`config.mk`:
```
export PLATFORM = sky130hd
export DESIGN_NAME = fetch_queue
export DESIGN_NICKNAME = d
export VERILOG_FILES = /design/src/rtl/cpu_pkg.sv /design/src/rtl/fetch_fifo.sv /design/src/rtl/fetch_queue.sv
export SDC_FILE = /design/constraint.sdc
export NUM_CORES = 1
export LEC_CHECK = 0
export ABC_AREA = 1
export CAP_MARGIN = 20
export CORE_AREA = 5 5 198 200
export DETAILED_ROUTE_END_ITERATION = 6
export DIE_AREA = 0 0 203 205
export PLACE_DENSITY_LB_ADDON = 0.1
export SETUP_SLACK_MARGIN = 0.1
export SYNTH_ARGS = -nofsm -noshare
export SYNTH_HDL_FRONTEND = slang
export SYNTH_SLANG_ARGS = --single-unit
```
`constraint.sdc`:
```
create_clock -name clk -period 35.4 [get_ports clk]
set_clock_uncertainty 0.05 [all_clocks]
set_input_delay 7.08 -clock clk [delete_from_list [all_inputs] [get_ports clk]]
set_output_delay 7.08 -clock clk [all_outputs]
set_load 0.05 [all_outputs]
```
`src/rtl/cpu_pkg.sv`:
```
// Shared CPU definitions: datapath widths, instruction field positions and
// the fetch queue entry layout.
package cpu_pkg;

    localparam int INSTR_W = 32;
    localparam int PC_W    = 32;

    localparam int OPCODE_MSB = 31;
    localparam int OPCODE_LSB = 28;
    localparam int RD_MSB     = 27;
    localparam int RD_LSB     = 22;
    localparam int RS_MSB     = 21;
    localparam int RS_LSB     = 16;
    localparam int RT_MSB     = 15;
    localparam int RT_LSB     = 10;

    localparam logic [PC_W-1:0] DEFAULT_RESET_PC = 32'h0000_0000;

    typedef struct packed {
        logic [PC_W-1:0]    pc;
        logic [INSTR_W-1:0] instr;
    } fetch_entry_t;

endpackage

```
`src/rtl/fetch_fifo.sv`:
```
// Circular prefetch buffer of fetch entries with independent push/pop and a
// flush that empties it in one cycle.
module fetch_fifo
    import cpu_pkg::*;
#(
    parameter int DEPTH = 4,
    localparam int AW = $clog2(DEPTH),
    localparam int CW = AW + 1
)
(
    input  logic         clk,
    input  logic         reset,
    input  logic         push,
    input  fetch_entry_t push_entry,
    input  logic         pop,
    input  logic         flush,
    output logic [CW-1:0] count,
    output fetch_entry_t head
);

    fetch_entry_t mem [DEPTH];
    logic [AW-1:0] rd_ptr;
    logic [AW-1:0] wr_ptr;

    // Flush drops the write side back onto the read pointer so the head
    // output keeps its last value while the queue is empty.
    always_ff @(posedge clk or posedge reset) begin
        if (reset) begin
            rd_ptr <= '0;
            wr_ptr <= '0;
            count  <= '0;
            for (int i = 0; i < DEPTH; i++) begin
                mem[i] <= '0;
            end
        end else if (flush) begin
            wr_ptr <= rd_ptr;
            count  <= '0;
        end else begin
            if (push) begin
                mem[wr_ptr] <= push_entry;
                wr_ptr      <= wr_ptr + 1'b1;
            end
            if (pop) begin
                rd_ptr <= rd_ptr + 1'b1;
            end
            count <= count + CW'(push) - CW'(pop);
        end
    end

    assign head = mem[rd_ptr];

    always @(posedge clk) begin
        if (!reset && !flush) begin
            assert (!(push && count == CW'(DEPTH)));
            assert (!(pop && count == '0));
        end
    end

endmodule

```
`src/rtl/fetch_queue.sv`:
```
// Instruction fetch front end: owns the fetch PC, issues reads to the
// synchronous instruction memory and feeds decode through a prefetch queue.
module fetch_queue
    import cpu_pkg::*;
#(
    parameter int              DEPTH    = 4,
    parameter logic [PC_W-1:0] RESET_PC = DEFAULT_RESET_PC
)
(
    input  logic               clk,
    input  logic               reset,
    input  logic               redirect_valid,
    input  logic [PC_W-1:0]    redirect_pc,
    output logic               imem_req,
    output logic [PC_W-1:0]    imem_addr,
    input  logic [INSTR_W-1:0] imem_rdata,
    output logic               id_valid,
    input  logic               id_ready,
    output logic [INSTR_W-1:0] id_instr,
    output logic [PC_W-1:0]    id_pc,
    output logic [PC_W-1:0]    id_pc_plus1
);

    localparam int CW = $clog2(DEPTH) + 1;

    logic [PC_W-1:0] fetch_pc;
    logic [PC_W-1:0] inflight_pc;
    logic            inflight;
    logic [CW-1:0]   count;
    logic [CW-1:0]   credit;
    logic            pop;
    logic            push;
    logic            issue;
    fetch_entry_t    head;
    fetch_entry_t    resp_entry;

    // Credit counts the in-flight read so a returning word always has a slot;
    // a pop frees one in the same cycle, keeping full-rate streaming.
    assign credit     = CW'(DEPTH) - count - CW'(inflight);
    assign id_valid   = (count != '0);
    assign pop        = id_valid && id_ready;
    assign push       = inflight && !redirect_valid;
    assign issue      = !reset && !redirect_valid && ((credit != '0) || pop);
    assign resp_entry = '{pc: inflight_pc, instr: imem_rdata};

    assign imem_req    = issue;
    assign imem_addr   = fetch_pc;
    assign id_instr    = head.instr;
    assign id_pc       = head.pc;
    assign id_pc_plus1 = head.pc + 32'd1;

    always_ff @(posedge clk or posedge reset) begin
        if (reset) begin
            fetch_pc    <= RESET_PC;
            inflight_pc <= RESET_PC;
            inflight    <= 1'b0;
        end else if (redirect_valid) begin
            fetch_pc <= redirect_pc;
            inflight <= 1'b0;
        end else begin
            inflight <= issue;
            if (issue) begin
                fetch_pc    <= fetch_pc + 32'd1;
                inflight_pc <= fetch_pc;
            end
        end
    end

    fetch_fifo #(.DEPTH(DEPTH)) u_fifo (
        .clk        (clk),
        .reset      (reset),
        .push       (push),
        .push_entry (resp_entry),
        .pop        (pop),
        .flush      (redirect_valid),
        .count      (count),
        .head       (head)
    );

endmodule

```
==> summary.md, run 1 <==
| Metric | Value |
|---|---|
| Syn nets | 2,289 |
| Endpoints failing hold | 0 |
| Power density over cell area | 112.8 mW/mm^2 |
| Share of power burned in the clock network | 17.7% |
| Gr ovfl total | 0 |
| Number of antenna violations at the first check in global routing | 0 |
| Endpoint with the worst hold slack | u_fifo.mem[130] |
| Diode insertion count for antenna repair | 0 |
| Number of hold buffers added after cts | 0 |
| CTS resizes | 0 |
| Area share of the largest cell type after synthesis | 49.83% |
| First-pass GRT wire length | 76.02 mm |
| Final setup fails | 0 |
| Sw power | 0.001114 W |
| Maximum clock insertion buffer count | 3 |
| Pre-antenna DRT Iters | 5 |
| Share of total power consumed by net switching | 49.36% |
| TritonCTS Sinks | 328 |
| Detailed-placement wirelength estimate | 30.72 mm |
| Library cell with the highest instance count after synthesis | nand2_1 |
| Critical path data required time | 28.27 ns |
| Worst hold slack | 0.4297 ns |
| Unique masters post-synth | 27 |
| Final cell count without fillers | 2,842 |
| Unrepaired setup endpoints after global routing | false |
| Cell type with the largest total area after synthesis | dfrtp_1 |
| Static leakage power | 9.528 nW |
| Number of primary I/O pins | 198 |
| Net total in the final layout | 2,419 |
| Element type at the critical path end | output port |
| Total negative slack for setup checks | 0 ns |
| Sequential area share after synthesis | 49.83% |
| Internal power contribution | 0.001143 W |
| Worst Reg2Reg Path Length in Cells | 10 |
| Worst setup slack before clock tree synthesis | 18.49 ns |
| Slew at the pin with the worst max-slew slack | 1.084 ns |
| Portion of the clock cycle consumed by the worst path in the final layout | 47.75% |
| Layout cells sized above 1 | 3.970% |
| Port bufs | 197 |
| Routed WL per cell | 16.71 um |
| Vias per cell | 5.240 |
| Timing-limited maximum frequency | 59.15 MHz |
| Path type of the worst setup path | input port to output port |
| Maximum fanout along the worst path | 79 |
| Placed Cells | 2,773 |
| Total Routing Usage GR | 22.43% |
| Top FF cell, synth | dfrtp_1 |
| Cell area after technology mapping | 0.01647 sq mm |
| Deepest level of the CTS H-tree | 2 |
| Core region area | 0.03722 sq mm |
| Top area cells in the synthesized netlist | dfrtp_1 (50%), nand2_1 (18%), o21ai_0 (11%), inv_1 (4.3%), nor2_1 (3.9%) |
| Initial standard-cell utilization of the core | 44.26% |
| Register clock-pin slew on the reported worst setup and hold paths | 0.05 ns |
| Vias in the first global route | 13,900 |
| X dimension of the die | 203 um |
| Y dimension of the die | 205 um |
| Clock tree root driver cell | clkbuf_16 |
| Synthesized area divided by synthesized cell count | 7.454 sq um |
| Setup ws final | 18.49 ns |
| Max-capacitance violation count | 0 |
| Worst slew margin | 27.55% |
| Hold-critical path depth | 2 |
| Number of remaining DRC errors | 0 |
| Skew-Pair Late Insertion Delay | 0.53 ns |
| Sequential fraction of design power | 28.8% |
| CTS Buf Count | 38 |
| Outcome | completed |
| Worst VDD drop | 0.00004846 V |
| Die Footprint | 0.04162 sq mm |
| Register-to-register setup slack | 32.08 ns |
| Via count | 14,890 |
| First-iteration detailed-routing DRC count | 1,091 |
| Buffers inserted during post-CTS setup optimization | 0 |
| Most frequent cells after synthesis | nand2_1 (774), o21ai_0 (372), dfrtp_1 (328), inv_1 (190), nor2_1 (169) |
| Number of routed nets with antenna violations | 0 |
| Signal arrival time at the worst endpoint | 9.78 ns |
| Startpoint type of the worst setup path | input port |
| Layout area overhead | 21.46% |
| Comb power frac | 53.5% |
| Minimum clock period | 16.91 ns |
| Path type of the worst min-delay path | register to register |
| Ys Warns | 0 |
| Clock tree from TritonCTS | done |
| GPL Wtd Cong | 0.9206 |
| Critical register-to-register path endpoint | imem_addr[31] |
| Fraction of synthesis flops using an asynchronous set or reset pin | 100.0% |
| DRT Wirelength | 47.50 mm |
| Min-delay src | u_fifo.mem[130] |
| Final slew viol count | 0 |
| Pin count of the biggest net entering global routing | 123 |
| Flip-flop and latch count after synthesis | 328 |
| Number of synthesized flops with an enable pin | 0 |
| Synthesized instance count | 2,210 |
| Std cell rows | 71 |
| Critical register-to-register path startpoint | inflight |
==> worst max-delay path, stage by stage <==
cell and delay [ns]:
clkdlybuf4s50_1 0.45, buf_4 0.33, inv_1 0.33, nand3_2 0.15, buf_4 0.59, inv_1 0.09
clkdlybuf4s50_1 0.73
==> worst max path at each step <==
stage / start / end / slack [ns] / depth (start not counted)
after floorplan: reset / imem_req / 12.51 / 4
after global placement: reset / imem_req / 18.50 / 6
after detailed placement: redirect_valid / imem_req / 18.49 / 7
after CTS: redirect_valid / imem_req / 18.46 / 7
after global routing: redirect_valid / imem_req / 18.28 / 7
final: redirect_valid / imem_req / 18.49 / 7
==> registers in the layout, summed over array words and instances (netlist names) <==
register,count
imem_addr,32
inflight,1
inflight_pc,32
u_fifo.count,3
u_fifo.mem,256
u_fifo.rd_ptr,2
u_fifo.wr_ptr,2
==> through the flow <==
stage | total power [W] | instance area [sq um] | util, %
4_1_cts | 0.002273 | 19980 | 53.68
5_1_grt | 0.002404 | 20010 | 53.76
3_5_place_dp | 0.001863 | 18680 | 50.19
2_1_floorplan | 0.001458 | 16470 | -
6_report | 0.002257 | 20010 | 53.76
3_3_place_gp | 0.001848 | 18680 | 50.19
==> power by group through the flow <==
stage | registers, W | logic, W | clock network (W)
2_1_floorplan | 0.000643 | 0.000815 | 0
6_report | 0.000650 | 0.00121 | 0.000400
5_1_grt | 0.000672 | 0.00131 | 0.000427
3_5_place_dp | 0.000653 | 0.00121 | 0
3_3_place_gp | 0.000650 | 0.00120 | 0
4_1_cts | 0.000648 | 0.00121 | 0.000410
==> layout by cell type, fill, tap and decap left out, types with 10 or more instances in the layout <==
master,count
o21ai_0,372
clkbuf_16,39
o22ai_1,32
dfrtp_1,326
ha_1,10
nand4_1,14
xor2_1,34
clkdlybuf4s50_1,197
nor2_1,169
inv_1,189
buf_4,13
nand2_1,770
clkbuf_8,10
nand3_1,113
o211ai_1,18
==> layout make-up <==
class | count | area, sq um
Multi-Input combinational cell | 1567 | 7069
Inverter | 194 | 738.2
Sequential cell | 328 | 8213
Clock inverter | 11 | 155.1
Fill cell | 3600 | 17210
Tap cell | 474 | 593.1
Timing Repair Buffer | 211 | 2097
Clock buffer | 57 | 1144
==> cell families (layout without fill, tap and decap cells) <==
| kind of cell | count (synthesis) | after routing | share of synthesized area, % |
|---|---|---|---|
| simple gates | 1084 | 1084 | 25.96 |
| fa+ha+maj | 11 | 11 | 0.8811 |
| flops | 328 | 328 | 49.83 |
| xor+xnor | 38 | 38 | 2.020 |
| compound gates | 434 | 434 | 13.84 |
| buf+inv | 315 | 473 | 7.474 |
==> metal layers <==
metal,wire (um),track usage [%],vias to the layer above
li1,-,-,7323
met1,22500,33.52,7059
met2,21360,34.96,443
met3,2789,2.897,68
met4,862,5.310,0
met5,0,0,-
No activity file was read; power rests on OpenSTA's default activity.
==> inputs of run 2 (changes only) <==
==> constraint.sdc (replaced) <==
create_clock -name clk -period 15.43 [get_ports clk]
set_clock_uncertainty 0.05 [all_clocks]
set_input_delay 3.086 -clock clk [delete_from_list [all_inputs] [get_ports clk]]
set_output_delay 3.086 -clock clk [all_outputs]
set_load 0.05 [all_outputs]
==> summary.md, run 2 (synthesis gave the netlist of run 1 again) <==
| Metric | Value |
|---|---|
| First-iteration detailed-routing DRC count | 1,212 |
| Total Routing Usage GR | 23.08% |
| Routed WL per cell | 16.90 um |
| Skew-Pair Late Insertion Delay | 0.53 ns |
| Setup ws final | 6.553 ns |
| Number of remaining DRC errors | 0 |
| Number of routed nets with antenna violations | 0 |
| Buffers inserted during post-CTS setup optimization | 0 |
| Final slew viol count | 0 |
| Gr ovfl total | 0 |
| Layout area overhead | 21.36% |
| Clock tree from TritonCTS | done |
| Commonest non-fill, non-tap cell in the layout | nand2_1 |
| Outcome | completed |
| CTS resizes | 0 |
| Port bufs | 197 |
| Core region area | 0.03722 sq mm |
| Layout cells sized above 1 | 4.101% |
| Clock tree root driver cell | clkbuf_16 |
| Unrepaired setup endpoints after global routing | false |
| Path type of the worst min-delay path | register to register |
| Via count | 14,910 |
| Cell-by-cell trace of the critical path | clkdlybuf4s50_1, buf_4, inv_1, nand3_2, buf_4, inv_1, clkdlybuf4s50_1 |
| Number of hold buffers added after cts | 0 |
| Portion of the clock cycle consumed by the worst path in the final layout | 57.53% |
| Slew at the pin with the worst max-slew slack | 1.080 ns |
| Pre-antenna DRT Iters | 5 |
| Largest register FFs | 256 |
| Power density over cell area | 258.9 mW/mm^2 |
| Pin count of the biggest net entering global routing | 168 |
| CTS Buf Count | 37 |
| Cell with the biggest individual delay on the critical path | clkdlybuf4s50_1 |
| Max incr delay on CP | 0.73 ns |
| Endpoints failing hold | 0 |
| Die Footprint | 0.04162 sq mm |
| Top reg by flops | u_fifo.mem |
| Number of antenna violations at the first check in global routing | 0 |
| Net total in the final layout | 2,418 |
| Deepest level of the CTS H-tree | 2 |
| Worst setup slack before clock tree synthesis | 6.558 ns |
| Detailed-placement wirelength estimate | 31.04 mm |
| Initial standard-cell utilization of the core | 44.26% |
| Worst VDD drop | 0.0001043 V |
| Diode insertion count for antenna repair | 0 |
| Y dimension of the die | 205 um |
| Most frequent cells in the layout | nand2_1 (770), o21ai_0 (372), dfrtp_1 (326) |
| GPL Wtd Cong | 0.9315 |
| Timing-limited maximum frequency | 112.7 MHz |
| Maximum fanout along the worst path | 79 |
| Minimum clock period | 8.877 ns |
| Signal arrival time at the worst endpoint | 5.74 ns |
| Total buffers and inverters traversed by the critical path | 6 |
| Element type at the critical path end | output port |
| Maximum clock insertion buffer count | 3 |
| Worst slew margin | 27.97% |
| Vias in the first global route | 14,690 |
| Std cell rows | 71 |
| TritonCTS Sinks | 328 |
| Final setup fails | 0 |
| Path type of the worst setup path | input port to output port |
| Startpoint type of the worst setup path | input port |
| Critical path data required time | 12.29 ns |
| First-pass GRT wire length | 78.25 mm |
| Vias per cell | 5.253 |
| Number of primary I/O pins | 198 |
| Static leakage power | 9.522 nW |
| Register clock-pin slew on the reported worst setup and hold paths | 0.06 ns |
| Max-capacitance violation count | 0 |
| Total negative slack for setup checks | 0 ns |
| DRT Wirelength | 47.99 mm |
| X dimension of the die | 203 um |
| Final total power | 0.005175 W |
| Cell family with most CP delay | buffers and inverters |
==> run 2: cell types whose count changed in the layout (fill, tap and decap cells not counted) <==
cell / previous run / this run
clkbuf_8: 10 / 8
clkinvlp_4: 1 / 2
clkbuf_1: 8 / 2
buf_4: 13 / 12
buf_12: 0 / 1
inv_16: 1 / 0
inv_6: 1 / 3
clkinv_2: 4 / 7
==> run 2: worst paths after layout <==
path | from | to | slack [ns] | cells past startpoint
max | redirect_valid | imem_req | 6.55 | 7
min | u_fifo.mem[138] | u_fifo.mem[138] | 0.43 | 2
max reg2reg | inflight | imem_addr[22] | 12.17 | 10
min reg2reg | u_fifo.mem[138] | u_fifo.mem[138] | 0.43 | 2
max in group asynchronous | reset | u_fifo.mem[118] | 10.99 | 3
min in group asynchronous | reset | u_fifo.mem[211] | 3.01 | 2
==> run 2: per-stage QoR <==
| stage | instance area [sq um] | util [%] | std cells | hold slack [ns] |
|---|---|---|---|---|
| floorplan | 16470 | - | 2210 | 0.3978 |
| global route | 19990 | 53.71 | 2839 | 0.4469 |
| detailed placement | 18700 | 50.23 | 2773 | 0.4185 |
| CTS | 19960 | 53.64 | 2838 | 0.4329 |
| global placement | 18700 | 50.23 | 2773 | 0.4114 |
| finish | 19990 | 53.71 | 2839 | 0.4277 |
==> run 2: metal layers <==
layer	track usage [%]	wire [um]
met1	33.09	22470
met2	36.89	21520
met3	3.831	3098
met4	5.650	894
met5	0	0
==> run 2: layout make-up <==
type	count	area [sq um]
fillers	3595	17230
flip-flops and latches	328	8213
multi-input cells	1567	7069
repair buffers	211	2110
clock buffers	49	1094
inverters	194	738.2
well taps	474	593.1
clock inverters	16	175.2
==> run 2: worst min-delay path, stage by stage (launching register included) <==
cell	delay (ns)
dfrtp_1	0.33
nand2_1	0.05
o21ai_0	0.06
==> run 2: where the power goes <==
| part | internal [W] | switching, W | total [W] |
|---|---|---|---|
| registers | 0.00122 | 0.000260 | 0.00148 |
| logic | 0.000835 | 0.00195 | 0.00278 |
| clock network | 0.000550 | 0.000357 | 0.000907 |
==> inputs of run 3 (changes only) <==
==> constraint.sdc (replaced) <==
create_clock -name clk -period 7.2 [get_ports clk]
set_clock_uncertainty 0.05 [all_clocks]
set_input_delay 1.44 -clock clk [delete_from_list [all_inputs] [get_ports clk]]
set_output_delay 1.44 -clock clk [all_outputs]
set_load 0.05 [all_outputs]
==> summary.md, run 3 (synthesis gave the netlist of run 1 again) <==
| Metric | Value |
|---|---|
| Std cell rows | 71 |
| Largest register FFs | 256 |
| Cell family with most CP delay | buffers and inverters |
| Buffers inserted during post-CTS setup optimization | 0 |
| Commonest non-fill, non-tap cell in the layout | nand2_1 |
| Deepest level of the CTS H-tree | 2 |
| Unrepaired setup endpoints after global routing | false |
| Endpoints failing hold | 0 |
| Vias in the first global route | 14,340 |
| Detailed-placement wirelength estimate | 32.02 mm |
| DRT Wirelength | 48.53 mm |
| Number of remaining DRC errors | 0 |
| GPL Wtd Cong | 0.8901 |
| Register clock-pin slew on the reported worst setup and hold paths | 0.06 ns |
| First-iteration detailed-routing DRC count | 1,166 |
| Slew at the pin with the worst max-slew slack | 1.004 ns |
| CTS resizes | 0 |
| Max incr delay on CP | 0.82 ns |
| Portion of the clock cycle consumed by the worst path in the final layout | 82.12% |
| Cell-by-cell trace of the critical path | inv_4, nand2_1, nand2_1, nand2_1, nand2_1, ha_1, inv_1, nor2_1, nand2_1, nor2_2, xor2_1, clkdlybuf4s50_1 |
| Clock tree root driver cell | clkbuf_16 |
| Path type of the worst setup path | register to output port |
| Most numerous cell on the critical path | nand2_1 |
| Number of antenna violations at the first check in global routing | 0 |
| Y dimension of the die | 205 um |
| Most frequent cells in the layout | nand2_1 (770), o21ai_0 (372), dfrtp_1 (326) |
| Die Footprint | 0.04162 sq mm |
| Total negative slack for setup checks | 0 ns |
| Minimum clock period | 5.912 ns |
| Critical path data required time | 5.71 ns |
| Cell with the biggest individual delay on the critical path | clkdlybuf4s50_1 |
| CTS Buf Count | 37 |
| First-pass GRT wire length | 78.34 mm |
| Fill cell total of the finished layout | 3,605 |
| Via count | 14,780 |
| Port bufs | 197 |
| Core Util, Final | 53.83% |
| Final setup fails | 0 |
| Total Routing Usage GR | 23.18% |
| Max-capacitance violation count | 0 |
| Path type of the worst min-delay path | register to register |
| Layout cells sized above 1 | 4.179% |
| Vias per cell | 5.196 |
| Layout area overhead | 21.64% |
| Pin count of the biggest net entering global routing | 111 |
| Total buffers and inverters traversed by the critical path | 3 |
| Finished Cell Area | 0.02004 sq mm |
| X dimension of the die | 203 um |
| Number of routed nets with antenna violations | 0 |
| Gr ovfl total | 0 |
| TritonCTS Sinks | 328 |
| Instance area after placement | 0.01872 sq mm |
| Number of primary I/O pins | 198 |
| Core region area | 0.03722 sq mm |
| Worst VDD drop | 0.0002695 V |
| Outcome | completed |
| Static leakage power | 9.531 nW |
| Routed WL per cell | 17.06 um |
| Worst slew margin | 32.89% |
| Startpoint type of the worst setup path | register |
| Initial standard-cell utilization of the core | 44.26% |
| Element type at the critical path end | output port |
| Maximum fanout along the worst path | 85 |
| Clock tree from TritonCTS | done |
| Net total in the final layout | 2,424 |
| Final slew viol count | 0 |
| Timing-limited maximum frequency | 169.1 MHz |
| Pre-antenna DRT Iters | 5 |
| Top reg by flops | u_fifo.mem |
| Skew-Pair Late Insertion Delay | 0.52 ns |
| Maximum clock insertion buffer count | 3 |
| Power density over cell area | 555.4 mW/mm^2 |
| Number of hold buffers added after cts | 0 |
| Signal arrival time at the worst endpoint | 4.42 ns |
==> run 3: tightest hold or removal path: stages, from the launching register on <==
cell     delay [ns]
dfrtp_1        0.34
nand2_1        0.05
o21ai_0        0.06
==> run 3: path summary, 6_finish.rpt <==
kind	from	end	slack, ns	cells after the start
max in group asynchronous	reset	imem_addr[31]	3.35	5
min in group asynchronous	reset	u_fifo.mem[9]	1.54	3
max	u_fifo.rd_ptr[0]	id_pc_plus1[14]	1.29	12
min	u_fifo.mem[66]	u_fifo.mem[66]	0.43	2
max reg2reg	inflight	imem_addr[31]	3.78	10
min reg2reg	u_fifo.mem[66]	u_fifo.mem[66]	0.43	2
==> run 3: area by class of cell <==
| type | instances | area (sq um) | area share (%) |
|---|---|---|---|
| Sequential cell | 328 | 8213 | 40.99 |
| Tap cell | 474 | 593.1 | 2.960 |
| Clock inverter | 11 | 177.7 | 0.8867 |
| Multi-Input combinational cell | 1567 | 7069 | 35.28 |
| Antenna cell | 1 | 2.502 | 0.01249 |
| Timing Repair Buffer | 217 | 2155 | 10.75 |
| Clock buffer | 52 | 1094 | 5.457 |
| Inverter | 194 | 734.5 | 3.665 |
==> run 3: metal layers <==
layer	wire length, um	vias to the layer above	global-route usage, %
li1	-	7311	-
met1	23440	6997	34.84
met2	21500	399	35.30
met3	2679	71	4.037
met4	910	0	5.213
met5	0	-	0
==> run 3: through the flow <==
stage	std cells	worst slack, ns	total power [W]	hold slack (ns)
after global routing	2843	0.9261	0.01186	0.4476
after detailed placement	2778	1.832	0.009196	0.4178
after CTS	2841	1.243	0.01120	0.4330
final	2844	1.288	0.01113	0.4291
after global placement	2778	1.910	0.009119	0.4119
after floorplan	2210	-1.782	0.007171	0.3978
==> run 3: report_power, final <==
group          leakage [nW]  switching [W]  internal [W]
logic                  4.72        0.00416       0.00179
clock network         0.615       0.000766       0.00120
registers              4.19       0.000584       0.00262
total                  9.53        0.00551       0.00562
